===== config.mk =====
export PLATFORM = sky130hd
export DESIGN_NAME = add_seq_ctrl
export DESIGN_NICKNAME = d
export VERILOG_FILES = /design/src/rtl/add_seq_pkg.sv /design/src/rtl/add_seq_fifo.sv /design/src/rtl/add_seq_ctrl.sv
export SDC_FILE = /design/constraint.sdc
export NUM_CORES = 1
export LEC_CHECK = 0
export CAP_MARGIN = 20
export CELL_PAD_IN_SITES_DETAIL_PLACEMENT = 2
export CELL_PAD_IN_SITES_GLOBAL_PLACEMENT = 2
export CORE_MARGIN = 3
export CORE_UTILIZATION = 34
export CTS_BUF_LIST = sky130_fd_sc_hd__clkbuf_8
export CTS_CLUSTER_SIZE = 40
export DETAILED_ROUTE_END_ITERATION = 10
export GPL_TIMING_DRIVEN = 0
export HOLD_SLACK_MARGIN = 0.12
export PLACE_DENSITY = 0.84
export SLEW_MARGIN = 20
export SYNTH_ARGS = -nofsm -noshare
export SYNTH_HDL_FRONTEND = slang
export SYNTH_HIERARCHICAL = 1
export SYNTH_SLANG_ARGS = --single-unit

===== constraint.sdc =====
create_clock -name clk -period 2.75 [get_ports clk]
set_input_delay 0.55 -clock clk [delete_from_list [all_inputs] [get_ports clk]]
set_output_delay 0.55 -clock clk [all_outputs]
set_load 0.05 [all_outputs]

===== src/rtl/add_seq_pkg.sv =====
// Shared types and default parameters for the add/subtract sequencing controller.
package add_seq_pkg;

    localparam int unsigned DEPTH_DEF  = 4;
    localparam int unsigned SETTLE_DEF = 4;

    typedef enum logic [1:0] {
        ST_IDLE,
        ST_DRIVE,
        ST_HOLD
    } state_t;

    // One queued operation: mode (1 = add, 0 = subtract) and both operands.
    typedef struct packed {
        logic       mode;
        logic [7:0] a;
        logic [7:0] b;
    } word_t;

endpackage


===== src/rtl/add_seq_fifo.sv =====
// Synchronous operand FIFO with registered occupancy count; push is ignored
// when full and pop is ignored when empty.
module add_seq_fifo
    import add_seq_pkg::*;
#(
    parameter  int unsigned DEPTH = DEPTH_DEF,
    localparam int unsigned PW    = (DEPTH > 1) ? $clog2(DEPTH) : 1,
    localparam int unsigned CW    = $clog2(DEPTH + 1)
) (
    input  logic          clk,
    input  logic          rst,
    input  logic          push,
    input  word_t         push_data,
    input  logic          pop,
    output word_t         pop_data,
    output logic          full,
    output logic          empty,
    output logic [CW-1:0] count
);

    word_t         mem [DEPTH];
    logic [PW-1:0] wr_ptr;
    logic [PW-1:0] rd_ptr;
    logic          do_push;
    logic          do_pop;

    function automatic logic [PW-1:0] ptr_inc(input logic [PW-1:0] p);
        return (p == PW'(DEPTH - 1)) ? '0 : p + PW'(1);
    endfunction

    assign full     = (count == CW'(DEPTH));
    assign empty    = (count == '0);
    assign do_push  = push && !full;
    assign do_pop   = pop && !empty;
    assign pop_data = mem[rd_ptr];

    always_ff @(posedge clk) begin
        if (do_push) begin
            mem[wr_ptr] <= push_data;
        end
    end

    always_ff @(posedge clk) begin
        if (rst) begin
            wr_ptr <= '0;
            rd_ptr <= '0;
            count  <= '0;
        end else begin
            if (do_push) begin
                wr_ptr <= ptr_inc(wr_ptr);
            end
            if (do_pop) begin
                rd_ptr <= ptr_inc(rd_ptr);
            end
            case ({do_push, do_pop})
                2'b10:   count <= count + CW'(1);
                2'b01:   count <= count - CW'(1);
                default: count <= count;
            endcase
        end
    end

endmodule


===== src/rtl/add_seq_ctrl.sv =====
// Sequences queued operand words through an external 8-bit adder/subtractor,
// holding its inputs for SETTLE cycles before sampling the result.
module add_seq_ctrl
    import add_seq_pkg::*;
#(
    parameter int unsigned SETTLE = SETTLE_DEF,
    parameter int unsigned DEPTH  = DEPTH_DEF
) (
    input  logic        clk,
    input  logic        rst,
    input  logic        in_valid,
    output logic        in_ready,
    input  logic        in_mode,
    input  logic [7:0]  in_a,
    input  logic [7:0]  in_b,
    output logic [7:0]  add_a,
    output logic [7:0]  add_b,
    output logic        add_mode,
    input  logic [7:0]  add_sum,
    input  logic        add_cout,
    output logic        out_valid,
    input  logic        out_ready,
    output logic [7:0]  out_sum,
    output logic        out_cout,
    output logic        out_mode,
    output logic        out_ovf,
    output logic        busy,
    output logic [15:0] done_cnt
);

    localparam int unsigned CW = $clog2(DEPTH + 1);

    state_t        state;
    state_t        state_nxt;
    word_t         fifo_head;
    word_t         in_word;
    logic          fifo_full;
    logic          fifo_empty;
    logic [CW-1:0] fifo_count;
    logic          fifo_pop;
    logic          load;
    logic          capture;
    logic          accept;
    logic [3:0]    settle_cnt;
    logic          ovf_now;

    assign in_word  = '{mode: in_mode, a: in_a, b: in_b};
    assign in_ready = !fifo_full;

    add_seq_fifo #(
        .DEPTH (DEPTH)
    ) u_fifo (
        .clk       (clk),
        .rst       (rst),
        .push      (in_valid && in_ready),
        .push_data (in_word),
        .pop       (fifo_pop),
        .pop_data  (fifo_head),
        .full      (fifo_full),
        .empty     (fifo_empty),
        .count     (fifo_count)
    );

    always_ff @(posedge clk) begin
        if (rst) begin
            state <= ST_IDLE;
        end else begin
            state <= state_nxt;
        end
    end

    always_comb begin
        state_nxt = state;
        fifo_pop  = 1'b0;
        load      = 1'b0;
        capture   = 1'b0;
        case (state)
            ST_IDLE: begin
                if (!fifo_empty) begin
                    fifo_pop  = 1'b1;
                    load      = 1'b1;
                    state_nxt = ST_DRIVE;
                end
            end
            ST_DRIVE: begin
                if (settle_cnt == '0) begin
                    capture   = 1'b1;
                    state_nxt = ST_HOLD;
                end
            end
            ST_HOLD: begin
                if (out_ready) begin
                    state_nxt = ST_IDLE;
                end
            end
            default: state_nxt = ST_IDLE;
        endcase
    end

    assign out_valid = (state == ST_HOLD);
    assign accept    = out_valid && out_ready;
    assign busy      = (state != ST_IDLE) || (fifo_count != '0);

    // Signed overflow from the held operands: add overflows when the operand
    // signs agree, subtract when they differ, and the result sign leaves a's.
    assign ovf_now = (add_mode ? (add_a[7] == add_b[7]) : (add_a[7] != add_b[7]))
                     && (add_sum[7] != add_a[7]);

    always_ff @(posedge clk) begin
        if (rst) begin
            add_a      <= '0;
            add_b      <= '0;
            add_mode   <= 1'b0;
            settle_cnt <= '0;
            out_sum    <= '0;
            out_cout   <= 1'b0;
            out_mode   <= 1'b0;
            out_ovf    <= 1'b0;
            done_cnt   <= '0;
        end else begin
            if (load) begin
                add_a      <= fifo_head.a;
                add_b      <= fifo_head.b;
                add_mode   <= fifo_head.mode;
                settle_cnt <= 4'(SETTLE - 1);
            end else if (state == ST_DRIVE && settle_cnt != '0) begin
                settle_cnt <= settle_cnt - 4'd1;
            end
            if (capture) begin
                out_sum  <= add_sum;
                out_cout <= add_cout;
                out_mode <= add_mode;
                out_ovf  <= ovf_now;
            end
            if (accept) begin
                done_cnt <= done_cnt + 16'd1;
            end
        end
    end

endmodule


==> results.tsv <==
stage	metric	value	unit
status	status	finished clean	
synthesis	async_flop_share	0	
sta	setup_viol	0	
grt	grtUsageTotal	0.1703	
sta	skew	0.006748	ns
cells_and_area	layout-drive-gt1-share	0.1543	
pwr	switchingPower	2.509	mW
synthesis	syn_area	4977	sq um
placed_design	placed_area	5953	sq um
pwr	p_comb_frac	0.349	
sta	period_share	0.9676	
clock_network	clkTransAtPathRegs	0.08	ns
cells_and_area	syn_to_final_growth	28.98	%
synthesis	synthDominantCellAreaShare	0.4103	
grt	grt_pass1_vias	3734	
cells_and_area	fin_nets	512	
synthesis	syn_nets	418	
drt	vias	3331	
flow_run	maxCapViolations	0	
drt	drt_pass1_iterations	4	
clock_network	cts.sinks	127	
drt	via_per_inst	5.002	
clock_network	insertion_delay	0.44	ns
placed_design	gp_congestion	0.7011	
pwr	total_power	6.648	mW
setup_path	crit_type	reg2reg	
sta	tightest_slew	0.9673	ns
synthesis	synth_area_leaders	edfxtp_1 (41%), dfxtp_1 (24%), mux4_2 (7.7%)	
clock_network	cts_hold_buf	0	
synthesis	ys_types	40	
placed_design	numPortBuffers	75	
setup_path	cp_data_required_time	3.11	ns
pwr	switching_share	0.3775	
setup_path	start_kind	register	
clock_network	cts.htree.levels	4	
cells_and_area	stdcell_count	666	
pwr	p_int	4.138	mW
floorplanning	io_pins	77	
clock_network	cts_tree	yes	
drt	drcViolationCount	0	
floorplanning	fp.dieH	127.0	um
synthesis	yosysWarnings	6	
sta	finalHoldViolCount	0	
setup_path	cp_max_fo	9	
synthesis	syn_inst	379	
sta	maxSlewHeadroom	0.3552	
grt	grt_max_degree	18	
grt	overflow	0	
pwr	p_seq_frac	0.385	
pwr	p_per_area	1035	nW/um^2
sta	finalCriticalPeriod	2.661	ns
setup_path	end_kind	register	
synthesis	synth-edff-count	68	
sta	slew_viol_final	0	
clock_network	cts_buffers	17	
cells_and_area	n_fill_cell	1403	
pwr	peakVddDrop	0.6519	mV
floorplanning	die_x	127.0	um
drt	ant_nets	0	
drt	wl_per_cell	19.45	um
cells_and_area	diodes	0	
synthesis	synth_top_area_cell	edfxtp_1	
synthesis	synth_seq_area_share	0.6476	
synthesis	synth.most_common_cell	edfxtp_1	
sta	maxClockFrequency	375.8	MHz
floorplanning	initial_utilization	0.3531	
synthesis	ys.flop_type	edfxtp_1	
grt	antenna_found_initial	0	
placed_design	dp.cells	634	
floorplanning	rows	43	
floorplanning	die_area	16130	sq um
cells_and_area	design_area	6420	sq um
sta	layout_setup_ws	0.08914	ns
grt	grt_pass1_wl	20900	um
drt	drt-initial-drc-count	172	
placed_design	pre_cts_ws	-0.5555	ns
pwr	leakage	2.270	nW
hold_path	hold_path.class	reg2reg	
setup_path	cp.arrival	3.02	ns
clock_network	root_buffer	clkbuf_8	
synthesis	synth_common_cells	edfxtp_1 (68), dfxtp_1 (59), nand2_1 (47)	
synthesis	avgSynthCellArea	13.13	sq um
placed_design	dp_hpwl	8963	um
drt	drt-total-wl	12950	um
floorplanning	fp.coreArea	14100	sq um
clock_network	cts.path.max_buffers	2	
pwr	p_clk_frac	0.267	
synthesis	ys_seq_elements	127	
[path summary, 6_finish.rpt]
| kind | cells after the start | to | startpoint | slack (ns) |
|---|---|---|---|---|
| max | 12 | u_fifo/count[2]$_SDFFE_PP0P_ | u_fifo/count[0]$_SDFFE_PP0P_ | 0.09 |
| max reg2reg | 12 | u_fifo/count[2]$_SDFFE_PP0P_ | u_fifo/count[0]$_SDFFE_PP0P_ | 0.09 |
| min | 2 | add_a[3]$_SDFFE_PP0P_ | add_a[3]$_SDFFE_PP0P_ | 0.46 |
| min reg2reg | 2 | add_a[3]$_SDFFE_PP0P_ | add_a[3]$_SDFFE_PP0P_ | 0.46 |
[through the flow]
step                      utilization  hold WS, ns  TNS (ns)
after floorplan                     -       0.4634         0
after global placement         0.4223       0.4455   -0.3818
after detailed placement       0.4223       0.4526   -0.7865
after CTS                      0.4538       0.4644         0
after global routing           0.4554       0.4850  -0.02328
final                          0.4554       0.4598         0
[logic make-up after synthesis]
family                   Yosys count  share of synthesized area
flip-flops                       127                     0.6476
adder cells (fa/ha/maj)            9                    0.02413
buffers and inverters             30                    0.02639
multiplexers                      30                     0.1031
AO/OA/AOI/OAI                     42                    0.04550
XOR/XNOR                          15                    0.02640
AND/OR/NAND/NOR                  126                     0.1270
[cell usage in the layout, fill, tap and decap left out, types with 3 or more instances in the layout]
master / instances
xnor2_1: 8
xor2_1: 7
nor3_1: 9
a21oi_1: 30
clkbuf_1: 11
nor4_1: 3
clkbuf_8: 17
nand2_1: 47
or3_1: 7
clkdlybuf4s50_1: 73
nand3_1: 9
edfxtp_1: 68
mux2i_1: 13
dfxtp_1: 56
inv_6: 9
and3_2: 3
ha_1: 7
nand2b_1: 3
nand4_1: 3
nor2_1: 27
buf_2: 3
inv_1: 11
bufinv_16: 3
o21ai_0: 6
mux4_2: 17
[per-layer routing]
| layer | share of wire | global-route usage |
|---|---|---|
| met1 | 0.41 | 0.1916 |
| met2 | 0.54 | 0.3169 |
| met3 | 0.037 | 0.04766 |
| met4 | 0.0095 | 0.04353 |
| met5 | 0 | 0 |
[worst max-delay path: stages (launching register included)]
cell and delay [ns]:
dfxtp_4 0.37, or3b_4 0.40, buf_6 0.15, inv_4 0.06
nor2b_4 0.05, and2_4 0.14, inv_1 0.07, ha_2 0.19
inv_1 0.06, fa_1 0.37, xor2_1 0.16, or3_2 0.42
a21oi_2 0.13
[sequential cells by signal (all words and copies together) (netlist names), 2 cells and up, named ones only]
signal	flops
state	2
u_fifo/mem	68
add_b	8
done_cnt	16
add_a	8
u_fifo/wr_ptr	2
settle_cnt	4
u_fifo/count	3
u_fifo/rd_ptr	2
out_sum	8
[final cells by class]
cell class	instances	area (sq um)	area share
flip-flops and latches	127	3232	0.5034
multi-input cells	222	1639	0.2553
repair buffers	76	759.5	0.1183
clock buffers	17	234.0	0.03645
well taps	180	225.2	0.03508
clock inverters	15	196.4	0.03060
plain buffers	16	78.83	0.01228
inverters	13	55.05	0.008575
[power by group through the flow]
stage	sequential (mW)	clock (mW)	combinational [mW]
6_report	2.56	1.77	2.32
5_1_grt	2.60	1.91	2.51
4_1_cts	2.56	1.82	2.35
3_5_place_dp	2.59	0	2.31
3_3_place_gp	2.56	0	2.21
2_1_floorplan	3.01	0	1.07
[what timing repair did]
item	in CTS	in global routing
buffers inserted	1	0
setup endpoints to repair	3	2
gates resized for setup	6	9
pin swaps	0	1
Power figures use the tool's default switching activity.
